--- config.mk ---
export PLATFORM = sky130hd
export DESIGN_NAME = s2p_symbol_packer
export DESIGN_NICKNAME = d
export VERILOG_FILES = /design/src/rtl/s2p_symbol_packer.sv
export SDC_FILE = /design/constraint.sdc
export NUM_CORES = 1
export LEC_CHECK = 0
export BUFFER_PORTS_ARGS = -buffer_cell sky130_fd_sc_hd__buf_2
export CORE_ASPECT_RATIO = 0.6
export CORE_MARGIN = 5
export CORE_UTILIZATION = 25
export DETAILED_ROUTE_END_ITERATION = 16
export PLACE_DENSITY_LB_ADDON = 0.15
export SLEW_MARGIN = 5
export SYNTH_ARGS = -nofsm -noshare
export SYNTH_HDL_FRONTEND = slang
export SYNTH_SLANG_ARGS = --single-unit
--- constraint.sdc ---
create_clock -name clk -period 2.4 [get_ports clk]
set_input_delay 0.24 -clock clk [delete_from_list [all_inputs] [get_ports clk]]
set_output_delay 0.24 -clock clk [all_outputs]
set_load 0.02 [all_outputs]
--- src/rtl/s2p_symbol_packer.sv ---
// s2p_symbol_packer: packs a serial bit stream, one bit per enabled cycle,
// into symbols of 1, 2, 4 or 6 bits. The width is chosen by mode and is
// latched at each symbol boundary. A one-cycle strobe marks each finished
// symbol. sync_clr drops a partial symbol so the packer can realign.
module s2p_symbol_packer #(
  parameter int MAX_BITS  = 6,
  parameter bit MSB_FIRST = 1'b1
) (
  input  logic                clk,
  input  logic                rst_n,
  input  logic [1:0]          mode,
  input  logic                bit_valid,
  input  logic                bit_in,
  input  logic                sync_clr,
  output logic [MAX_BITS-1:0] sym_data,
  output logic                sym_valid,
  output logic [2:0]          sym_bits,
  output logic [2:0]          bits_held
);

  // Symbol assembly state
  logic [MAX_BITS-1:0] r_sr;
  logic [2:0]          r_cnt;
  logic [2:0]          r_kAct;

  // Output registers
  logic [MAX_BITS-1:0] r_symData;
  logic                r_symValid;
  logic [2:0]          r_symBits;

  // Next-state helpers
  logic [2:0]          w_kMode;
  logic [2:0]          w_cntBase;
  logic [MAX_BITS-1:0] w_srBase;
  logic [2:0]          w_kEff;
  logic                w_complete;
  logic [MAX_BITS-1:0] w_srNext;

  // Decode mode into bits per symbol
  function automatic logic [2:0] kOfMode(input logic [1:0] m);
    case (m)
      2'b00:   kOfMode = 3'd1;
      2'b01:   kOfMode = 3'd2;
      2'b10:   kOfMode = 3'd4;
      default: kOfMode = 3'd6;
    endcase
  endfunction

  // Work out where this cycle's bit lands and whether it closes a symbol.
  // sync_clr acts as if the packer were already empty. A bit arriving in the
  // same cycle therefore starts a fresh symbol that uses the current mode.
  always_comb begin
    w_kMode   = kOfMode(mode);
    w_cntBase = sync_clr ? 3'd0 : r_cnt;
    w_srBase  = sync_clr ? '0 : r_sr;
    w_kEff    = (w_cntBase == 3'd0) ? w_kMode : r_kAct;
    w_complete = (w_cntBase == (w_kEff - 3'd1));
    w_srNext  = w_srBase;
    if (MSB_FIRST) begin
      w_srNext = {w_srBase[MAX_BITS-2:0], bit_in};
    end else begin
      for (int i = 0; i < MAX_BITS; i++) begin
        if (i == int'(w_cntBase)) begin
          w_srNext[i] = bit_in;
        end
      end
    end
  end

  // Shift register, bit counter and latched width. The shift register is
  // cleared whenever a symbol completes. Because of that, only the new
  // symbol's bits are ever non-zero, and the unused upper bits read as zero.
  always_ff @(posedge clk or negedge rst_n) begin
    if (!rst_n) begin
      r_sr   <= '0;
      r_cnt  <= 3'd0;
      r_kAct <= 3'd1;
    end else begin
      r_kAct <= w_kEff;
      if (bit_valid) begin
        if (w_complete) begin
          r_sr  <= '0;
          r_cnt <= 3'd0;
        end else begin
          r_sr  <= w_srNext;
          r_cnt <= w_cntBase + 3'd1;
        end
      end else begin
        r_sr  <= w_srBase;
        r_cnt <= w_cntBase;
      end
    end
  end

  // Load the completed symbol and raise the strobe for exactly one cycle
  always_ff @(posedge clk or negedge rst_n) begin
    if (!rst_n) begin
      r_symData  <= '0;
      r_symValid <= 1'b0;
      r_symBits  <= 3'd1;
    end else begin
      r_symValid <= bit_valid && w_complete;
      if (bit_valid && w_complete) begin
        r_symData <= w_srNext;
        r_symBits <= w_kEff;
      end
    end
  end

  assign sym_data  = r_symData;
  assign sym_valid = r_symValid;
  assign sym_bits  = r_symBits;
  assign bits_held = r_cnt;

endmodule

* Yosys cells after proc, flatten, opt, wreduce, memory -nomap -nowiden
Index checks and enable logic that the tools add are counted.
Storage, ports and cells: register bits after elaboration 21, RAM bits 0, bits in read-only memories 0, input bits 7, output and inout port bits 13, memories kept 0, logic and storage cells 22, bits in latches 0
Operators by class: magnitude comparators 0, div/mod/pow operators 0, eq/ne operators 3, reduce and logical (&&, ||, !) cells 3, bitwise gates (word level) 0, multiply operators 0, muxes and demuxes 8, shift-type cells 0, $add $sub $neg 2
Operators with widths (number):
- two-way mux 5 bit | 3
- two-way mux 3 bit | 4
- case mux 3 bit (3 select lines) | 1
- adder 3 x 1 -> 3 bit (second input constant) | 1
- == test 3 bit | 1
- zero test 3 bit | 1
- subtractor 3 x 1 -> 3 bit (second input constant) | 1
- == test 2 x 1 -> 1 bit (second input constant) | 1
- == test 2 bit (second input constant) | 1
- zero test 2 bit | 1
- logical AND 1 bit | 1

* Logic depth before layout (Yosys ltp)
Gate-level depths: netlist (run 1).
word-level depth 7, depth in mapped cells 12, mapped depth without buffers 11

* Worst setup path after synthesis (run 1)
Ideal clock, no wire load.
path type reg-to-reg, start reg r_cnt[0], in the netlist bits_held[0], end reg r_symBits[1], in the netlist sym_bits[1], slack -0.390 ns, clock period less this slack 2.790 ns, library setup time 0.125 ns, arrival time 2.665 ns, cell stages (with the launch flop) 13, data required time 2.275 ns, buffers on the path 1, path through dfrtp_1 > nand2b_4 > ha_1 > nand2_1 > mux2_2 > inv_1 > ha_1 > xor2_1 > o221a_4 > o221ai_2 > a21oi_2 > buf_6 > mux2_4
Between the ends: cells in the longest elaborated chain, start to end 6
Ends and longest elaborated chain:
- start: declaration | RTL line 23 | logic [2:0] r_cnt;
- start signal: assignment | RTL line 86 | r_cnt <= w_cntBase + 3'd1;
- start signal: assignment | RTL line 90 | r_cnt <= w_cntBase;
- two-way mux 3 bit | RTL line 54 | w_cntBase = sync_clr ? 3'd0 : r_cnt;
- zero test 3 bit | RTL line 56 | w_kEff = (w_cntBase == 3'd0) ? w_kMode : r_kAct;
- two-way mux 3 bit | RTL line 56
- net w_kEff[0] | RTL line 35 | logic [2:0] w_kEff;
- subtractor 3 x 1 -> 3 bit | RTL line 57 | w_complete = (w_cntBase == (w_kEff - 3'd1));
- == test 3 bit | RTL line 57
- logical AND 1 bit | RTL line 103 | if (bit_valid && w_complete) begin
- end signal: assignment | RTL line 105 | r_symBits <= w_kEff;
- end: declaration | RTL line 29 | logic [2:0] r_symBits;
The timed path passes the listed nets, and every way through them passes these cells. A chain may end at the register's enable or synchronous reset.

* Worst setup path in the final report (run 1)
start reg r_cnt[1], in the netlist bits_held[1], end reg r_symData[0], in the netlist sym_data[0]
Between the ends: cells in the longest elaborated chain, start to end 6
Ends and longest elaborated chain:
- two-way mux 3 bit | RTL line 54
- zero test 3 bit | RTL line 56
- two-way mux 3 bit | RTL line 56
- net w_kEff[1] | RTL line 35
- subtractor 3 x 1 -> 3 bit | RTL line 57
- == test 3 bit | RTL line 57
- logical AND 1 bit | RTL line 103
- end signal: assignment | RTL line 104 | r_symData <= w_srNext;
- end: declaration | RTL line 27 | logic [MAX_BITS-1:0] r_symData;
The timed path passes the listed nets, and every way through them passes these cells.

==> impl_metrics.csv, run 1 <==
group,metric,value,unit
status,status,"finished clean",
yosys,ys_warn_count,0,
power,power.total,1.686,mW
route,vias,827,
power,seq_power_share,0.326,
sta,setup_viol,0,
power,p_sw,0.6440,mW
cells_and_area,fillers,437,
critical_path,required,2550,ps
global_routing,track_usage,0.1000,
critical_path,end_kind,"flop",
global_routing,overflow,0,
sta,worst_slew_pin_slew,488.2,ps
sta,slew_headroom,0.6745,
clock_tree,cts_max_path_buffers,2,
clock_tree,clock_latency,260,ps
power,comb_power_share,0.537,
die,ios,20,
sta,fmax,0.4185,GHz
die,initial_core_util,0.2625,
die,die_x,95.63,µm
die,core-area,4189,µm²
yosys,yosysSeqAreaShare,0.4801,
critical_path,path_class,"flop to flop",
sta,fin_tns_setup,0,ps
die,rows,18,
cells_and_area,drive_gt1_frac,0.4964,
power,p_int,1.042,mW
die,die_area,5869,µm²
power,share_clk_of_total_power,0.137,
sta,fin_crit,2389,ps
route,antenna_left,0,
yosys,syn_nets,109,
sta,timing.final.ws_setup,10.59,ps
clock_tree,path_clk_slew,80,ps
global_routing,grt_pass1_vias,853,
job,drv_cap,0,
yosys,syn_inst,99,
power,peakVddDrop,0.0005069,V
sta,grt_setup_unrepaired,"yes",
power,p_sw_frac,0.3819,
sta,slew_viol_final,0,
placement,portBuffers,19,
route,routed_wl,2532,µm
route,drt_iter0_markers,47,
global_routing,grt_max_degree,22,
sta,whs,239.7,ps
critical_path,cp_max_fo,9,
placement,gp_congestion,0.7483,
power,leakage,0.7177,nW
global_routing,grt_pass1_wl,4367,µm
yosys,yosysUniqueCellTypes,31,
critical_path,arrival,2540,ps
sta,hold_viol,0,
route,vias_per_cell,4.198,
clock_tree,cts_tree,"done",
route,drc,0,
critical_path,start_kind,"flop",
yosys,ys_seq_elements,21,
clock_tree,cts_setup_buffers,0,
min_path,hold_path.class,"input pin to flop",
cells_and_area,antenna_cells,0,
power,powerDensity,1118,nW/µm²
sta,period_share,0.9956,
yosys,synth_area_per_cell,11.11,µm²
clock_tree,cts_sinks,21,
placement,place_hpwl,1986,µm
cells_and_area,nNetsFinal,148,
route,post_drt_wl_per_cell,12.85,µm
clock_tree,cts_htree_levels,1,
yosys,synth_area,1100,µm²
cells_and_area,syn2layout_area_growth,37.09,%
global_routing,antenna_found_initial,0,
clock_tree,cts_buffers,3,
die,die_y,61.38,µm
sta,fin_worst_skew,2.544,ps
route,dr.pass1.iters,5,
placement,preCtsSetupSlack,-83.32,ps
clock_tree,root_buffer,"clkbuf_8",
-- registers in the layout, indices dropped and copies added (netlist names) --
signal     count
sym_bits       3
bits_held      3
r_sr           5
sym_data       6
sym_valid      1
r_kAct         3
-- worst max-delay path, stage by stage, from the launching register on --
cell	delay, ps
dfrtp_2	420
nand2b_4	80
ha_4	150
nand2_4	60
mux2_4	320
inv_4	60
ha_4	140
xor2_2	130
o221a_4	190
o221ai_2	90
a21oi_2	170
buf_12	160
mux2_4	300
-- metal layers --
layer / share of wire / vias up / track usage
met5: 0 / - / 0
met4: 0 / 0 / 0.01215
met3: 0.070 / 0 / 0.04151
met2: 0.36 / 19 / 0.1314
met1: 0.57 / 396 / 0.1536
li1: - / 412 / -
-- cell usage after synthesis --
library cell / instances / area, µm²
a31oi_1: 1 / 6.260
nand2b_1: 6 / 37.54
xor2_1: 2 / 17.52
o31ai_1: 1 / 7.510
o22ai_1: 3 / 18.77
dfstp_2: 2 / 52.55
buf_6: 1 / 11.26
nor2_1: 7 / 26.28
o21ai_1: 1 / 5.000
and2_2: 1 / 7.510
ha_1: 3 / 37.54
o32ai_1: 1 / 8.760
mux2i_1: 6 / 60.06
nand2b_4: 2 / 27.53
a21oi_1: 3 / 15.01
clkbuf_2: 1 / 5.000
mux2_4: 4 / 60.06
and2b_1: 1 / 7.510
nand2_1: 7 / 26.28
o21ai_0: 4 / 20.02
a221oi_2: 1 / 15.01
o21a_1: 1 / 7.510
mux2_2: 4 / 45.04
o221a_4: 1 / 20.02
a21oi_2: 1 / 8.760
nor3_1: 1 / 5.000
inv_1: 10 / 37.54
inv_2: 2 / 7.510
o221ai_2: 1 / 15.01
dfrtp_1: 19 / 475.5
buf_2: 1 / 5.000
-- logic make-up (layout without fill, tap and decap cells) --
group,Yosys count,count (layout),synth area share
adder cells (fa/ha/maj),3,3,0.03413
AO/OA/AOI/OAI,19,19,0.1342
XOR/XNOR,2,2,0.01593
flip-flops,21,21,0.4801
multiplexers,14,14,0.1502
AND/OR/NAND/NOR,25,25,0.1252
buffers and inverters,15,53,0.06029
-- final timing paths --
kind | startpoint | to | slack (ps) | cells after the start
max | bits_held[1] | sym_data[0] | 10 | 12
min | bit_in | sym_data[0] | 240 | 2
max reg2reg | bits_held[1] | sym_data[0] | 10 | 12
min reg2reg | r_sr[1] | r_sr[1] | 490 | 2
max in group asynchronous | rst_n | sym_bits[0] | 1560 | 2
min in group asynchronous | rst_n | bits_held[2] | 480 | 2
-- area by class of cell --
| cell class | instances | area, µm² | share of cell area |
|---|---|---|---|
| inverters | 12 | 47.55 | 0.03154 |
| well taps | 60 | 75.07 | 0.04979 |
| multi-input cells | 63 | 559.3 | 0.3710 |
| clock inverters | 1 | 5.005 | 0.003319 |
| flip-flops and latches | 21 | 530.5 | 0.3519 |
| clock buffers | 3 | 41.29 | 0.02739 |
| repair buffers | 37 | 249.0 | 0.1651 |
-- power groups by stage --
stage,logic (mW),clock network [mW],registers [mW]
floorplan,0.459,0,0.662
global placement,0.881,0,0.556
detailed placement,0.886,0,0.556
CTS,0.892,0.242,0.550
global route,0.988,0.261,0.566
finish,0.905,0.232,0.549
-- stage by stage --
step / area (µm²) / cells / utilization
4_1_cts: 1488 / 197 / 0.3551
2_1_floorplan: 1142 / 99 / -
3_5_place_dp: 1431 / 192 / 0.3417
5_1_grt: 1508 / 197 / 0.3599
6_report: 1508 / 197 / 0.3599
3_3_place_gp: 1431 / 192 / 0.3417
-- cells in the final DEF (no fill, tap or decap), types with 3 or more instances in the layout --
master    Yosys  layout
buf_2         1      19
dfrtp_1      19      17
buf_4         0      15
inv_1        10       8
nor2_1        7       7
nand2b_1      6       6
mux2_4        4       6
nand2_1       7       6
mux2i_1       6       6
inv_2         2       3
o21ai_1       1       3
a21oi_1       3       3
clkbuf_8      0       3
-- timing repair --
action | CTS | global route
resized for setup | 0 | 6
hold buffers | 1 | 0
hold endpoints to repair | 19 | 0
setup endpoints to repair | 7 | 13
pin swaps | 0 | 0
(Power assumes the default switching activity.)
==> run 2, diff against run 1 <==
- CORE_UTILIZATION: 25 -> 40
- HOLD_SLACK_MARGIN: default -> 0.12
==> impl_metrics.csv, run 2 (synthesis gave the netlist of run 1 again) <==
group,metric,value,unit
placement,portBuffers,19,
clock_tree,cts_max_path_buffers,2,
clock_tree,cts_tree,"done",
cells_and_area,drive_gt1_frac,0.5139,
sta,whs,227.2,ps
die,initial_core_util,0.4271,
die,die_area,3933,µm²
critical_path,slowest_stage,"dfrtp_2",
route,vias,870,
power,peakVddDrop,0.0004657,V
clock_tree,clock_latency,260,ps
route,post_drt_wl_per_cell,14.31,µm
critical_path,arrival,2590,ps
sta,slew_headroom,0.6812,
sta,setup_viol,5,
critical_path,start_kind,"flop",
clock_tree,cts_sinks,21,
cells_and_area,fin_util,0.6030,
cells_and_area,largest_reg_flops,6,
die,ios,20,
power,share_clk_of_total_power,0.128,
die,core-area,2575,µm²
min_path,hold_path.class,"input pin to flop",
power,seq_power_share,0.307,
route,drc,0,
route,vias_per_cell,4.943,
global_routing,grt_max_degree,22,
clock_tree,root_buffer,"clkbuf_8",
power,leakage,0.7548,nW
clock_tree,cts_buffers,3,
sta,fin_worst_skew,4.070,ps
critical_path,path_cells,"nand2b_4 -> ha_4 -> nand2_4 -> mux2_4 -> inv_4 -> ha_4 -> xor2_2 -> o221a_4 -> o221ai_4 -> a21oi_4 -> buf_6 -> mux2_4",
clock_tree,cts_htree_levels,1,
power,p_sw_frac,0.3800,
critical_path,path_class,"flop to flop",
sta,timing.final.ws_setup,-41.04,ps
global_routing,track_usage,0.1300,
global_routing,grt_pass1_wl,4029,µm
sta,fin_crit,2441,ps
sta,grt_setup_unrepaired,"yes",
critical_path,cp_max_fo,5,
clock_tree,path_clk_slew,80,ps
sta,slew_viol_final,0,
cells_and_area,nNetsFinal,155,
global_routing,grt_pass1_vias,847,
critical_path,end_kind,"flop",
status,violations,"negative setup slack",
power,powerDensity,1161,nW/µm²
sta,hold_viol,0,
die,die_x,77.70,µm
die,rows,14,
sta,period_share,1.017,
power,comb_power_share,0.565,
route,drt_iter0_markers,18,
cells_and_area,syn2layout_area_growth,41.18,%
critical_path,required,2550,ps
placement,place_hpwl,1913,µm
route,dr.pass1.iters,4,
route,antenna_left,0,
cells_and_area,antenna_cells,0,
power,p_sw,0.6851,mW
job,drv_cap,0,
global_routing,overflow,0,
critical_path,worst_path_largest_cell_delay,420,ps
die,die_y,50.62,µm
cells_and_area,layout_common_cells,"buf_2 (19), buf_4 (19), dfrtp_1 (17), inv_1 (8)",
cells_and_area,fillers,221,
power,p_int,1.118,mW
route,routed_wl,2518,µm
sta,fmax,0.4097,GHz
placement,gp_congestion,0.8356,
sta,worst_slew_pin_slew,478.3,ps
status,status,"finished with violations",
global_routing,antenna_found_initial,0,
==> run 2: changes by cell type in the layout (fill, tap and decap cells not counted), sizes merged <==
cell	previous run	this run
clkbuf	3	4
clkinv	1	0
buf	36	43
==> run 2: metal layers <==
metal	GRT usage	part of all wire	vias up	routed length (µm)
li1	-	-	427	-
met4	0.01714	0	0	0
met2	0.1898	0.43	20	1091
met1	0.1895	0.51	423	1296
met3	0.04464	0.051	0	129
met5	0	0	-	0
==> run 2: power by group through the flow <==
| stage | Sequential, mW | Combinational, mW | Clock (mW) |
|---|---|---|---|
| after floorplan | 0.662 | 0.459 | 0 |
| after global placement | 0.557 | 0.888 | 0 |
| after detailed placement | 0.560 | 0.898 | 0 |
| after CTS | 0.556 | 0.949 | 0.244 |
| after global routing | 0.567 | 1.09 | 0.256 |
| final | 0.554 | 1.02 | 0.231 |
==> run 2: layout make-up <==
type | count | area [µm²] | share of cell area
inverters | 12 | 50.05 | 0.03223
well taps | 32 | 40.04 | 0.02579
multi-input cells | 63 | 583.1 | 0.3755
flip-flops and latches | 21 | 530.5 | 0.3417
repair buffers | 44 | 304.0 | 0.1958
clock buffers | 4 | 45.04 | 0.02901
==> run 2: critical path: cells and delay by family (launching register included) <==
family,cells,cell delay (ps)
muxes,2,610
AOI/OAI and AO/OA,3,480
DFF,1,420
adders and majority gates,2,290
buffers and inverters,2,200
and+or+nand+nor,2,160
xor gates and xnor gates,1,140
==> run 2: worst paths after layout <==
kind,start,endpoint,slack [ps],depth (start not counted)
min in group asynchronous,rst_n,bits_held[2],470,2
worst min register to register,r_sr[1],r_sr[1],490,2
worst max register to register,bits_held[0],sym_bits[1],-40,12
worst min-delay path,bit_in,sym_data[0],230,2
worst max-delay path,bits_held[0],sym_bits[1],-40,12
max in group asynchronous,rst_n,bits_held[1],1580,2
==> run 2: repair_timing <==
item	in CTS	in global routing
endpoints found under the hold margin	19	0
gates resized for setup	4	11
pin swaps	0	3
setup buffers	3	2
hold buffers	1	0
setup endpoints to repair	7	16
==> run 2: through the flow <==
step                      cells  total power [mW]  setup slack [ps]  TNS [ps]  cell area (µm²)
after global placement      166             1.446            -46.65    -204.2             1399
final                       176             1.803            -41.04    -154.6             1553
after detailed placement    166             1.458            -89.00    -584.2             1399
after floorplan              99             1.122            -80.58    -322.3             1142
after CTS                   174             1.749            -24.60    -95.77             1499
after global routing        176             1.915            -140.4     -1615             1553
==> run 3, diff against run 2 <==
- ABC_AREA: default -> 1
- clock period: 2.4 -> 3 ns (I/O delays scaled with it)
==> impl_metrics.csv, run 3 <==
group,metric,value,unit
global_routing,grt_max_degree,22,
yosys,synth_top_area_frac,0.4363,
critical_path,worst_path_largest_cell_delay,360,ps
placement,place_hpwl,1774,µm
clock_tree,path_clk_slew,70,ps
die,initial_core_util,0.4261,
route,post_drt_wl_per_cell,12.61,µm
yosys,ys_seq_elements,21,
critical_path,worstReg2RegStart,"bits_held[0]",
route,drc,0,
clock_tree,cts_sinks,21,
sta,fmax,0.3834,GHz
die,rows,14,
sta,period_share,0.8694,
cells_and_area,antenna_cells,0,
cells_and_area,drive_gt1_frac,0.2697,
die,die_y,50.43,µm
power,leakage,0.7494,nW
yosys,syn_inst,130,
global_routing,overflow,0,
global_routing,grt_pass1_wl,4002,µm
cells_and_area,fin_util,0.4976,
route,vias_per_cell,4.598,
clock_tree,cts_tree,"done",
global_routing,grt_pass1_vias,852,
sta,fin_crit,2608,ps
sta,worst_slew_pin_slew,477.9,ps
cells_and_area,multi_input_area,473.0,µm²
yosys,postSynth.asyncResetShare,1.000,
die,die_area,3903,µm²
placement,preCtsSetupSlack,372.0,ps
yosys,synth_flop_cell,"dfrtp_1",
global_routing,track_usage,0.1279,
sta,slew_headroom,0.6814,
global_routing,antenna_found_initial,0,
clock_tree,postCtsHoldBufs,1,
yosys,yosysUniqueCellTypes,20,
cells_and_area,syn2layout_area_growth,16.76,%
sta,fin_worst_skew,2.844,ps
die,die_x,77.39,µm
sta,timing.final.ws_setup,391.7,ps
yosys,yosysTopAreaCell,"dfrtp_1",
sta,grt_setup_unrepaired,"no",
critical_path,worst_path_most_repeated_cell,"inv_1",
status,status,"finished clean",
yosys,syn_nets,140,
sta,fin_tns_setup,0,ps
yosys,yosysSeqAreaShare,0.4845,
min_path,hold_path.class,"input pin to flop",
yosys,synth_edf_count,0,
critical_path,required,3140,ps
die,ios,20,
placement,portBuffers,19,
power,powerDensity,850.6,nW/µm²
clock_tree,cts_resized,0,
yosys,ys_top_cells_by_area,"dfrtp_1 (44%), nand2_1 (13%), inv_1 (6.5%)",
route,vias,846,
cells_and_area,fillers,252,
yosys,synth_area_per_cell,8.383,µm²
route,drt_iter0_markers,47,
clock_tree,cts_htree_levels,1,
yosys,yosysMostFrequentCell,"nand2_1",
route,antenna_left,0,
critical_path,path_class,"flop to flop",
critical_path,cp-startpoint,"bits_held[0]",
clock_tree,cts_buffers,3,
critical_path,rr_worst_depth,16,
route,dr.pass1.iters,4,
cells_and_area,final_common_cell,"nand2_1",
yosys,synth_area,1090,µm²
critical_path,end_kind,"flop",
critical_path,start_kind,"flop",
critical_path,slowest_stage,"dfrtp_1",
min_path,min-delay-start,"bit_in",
cells_and_area,nNetsFinal,163,
cells_and_area,largest_reg_flops,6,
critical_path,arrival,2750,ps
clock_tree,clock_latency,250,ps
critical_path,cp_max_fo,10,
power,peakVddDrop,0.0003238,V
job,drv_cap,0,
yosys,ys_warn_count,0,
sta,setup_viol,0,
yosys,synthTopCellsByCount,"nand2_1 (37), dfrtp_1 (19), inv_1 (19), nand4_1 (9), nand2_2 (8)",
route,routed_wl,2321,µm
critical_path,path_cells,"inv_1 -> nor2_1 -> inv_1 -> ha_1 -> nand2_4 -> nand2_1 -> o21a_1 -> inv_1 -> ha_1 -> nand3_1 -> nand2_1 -> nand3_1 -> nand2_4 -> nand4_4 -> inv_4 -> nor2_1",
cells_and_area,layout_common_cells,"nand2_1 (37), inv_1 (19), dfrtp_1 (19), buf_2 (19), nand4_1 (9)",
clock_tree,cts_max_path_buffers,2,
clock_tree,cts_setup_buffers,0,
cells_and_area,seqCellArea,528.0,µm²
placement,gp_congestion,0.8953,
clock_tree,root_buffer,"clkbuf_8",
min_path,whs_path_depth,3,
sta,hold_viol,0,
sta,slew_viol_final,0,
die,core-area,2557,µm²
-- run 3: through the flow --
step | hold slack (ps) | instances | area (µm²) | power, mW
after CTS | 315.6 | 184 | 1272 | 1.099
after global routing | 344.6 | 184 | 1272 | 1.171
after detailed placement | 292.0 | 179 | 1217 | 0.9139
after global placement | 281.7 | 179 | 1217 | 0.9038
after floorplan | 4.409 | 130 | 1090 | 0.7779
final | 323.4 | 184 | 1272 | 1.082
-- run 3: worst paths after layout --
path / end / slack (ps)
worst max-delay path: r_sr[3] / 390
max in group asynchronous: r_kAct[0] / 2120
min in group asynchronous: sym_valid / 530
worst max register to register: r_sr[3] / 390
worst min register to register: sym_data[5] / 470
worst min-delay path: sym_data[0] / 320
-- run 3: area by class of cell --
class / instances / area share
timing repair buffer: 20 / 0.08260
sequential: 21 / 0.4149
inverter: 21 / 0.06391
multi-input combinational: 86 / 0.3717
tap: 32 / 0.03147
clock buffer: 4 / 0.03540
-- run 3: worst max-delay path: cells and delay by family, from the launching register on --
family	cells	cell delay [ps]
buf+inv	4	400
fa+ha+maj	2	460
flops	1	360
compound gates	1	130
simple gates	9	1160
-- run 3: kinds of logic after synthesis --
logic type / share of synthesized area
fa+ha+maj: 0.03445
flops: 0.4845
compound gates: 0.03903
buf+inv: 0.08152
xor+xnor: 0.01608
simple gates: 0.3444
-- run 3: report_power, final --
part,internal (mW),leakage (nW),switching (mW)
sequential,0.376,0.265,0.0353
clock,0.0944,0.0228,0.0855
combinational,0.156,0.461,0.335
-- run 3: metal layers --
metal	wire, µm	global-route usage
met2	943	0.1872
met5	0	0
met1	1235	0.1832
met4	12	0.01714
met3	130	0.05000
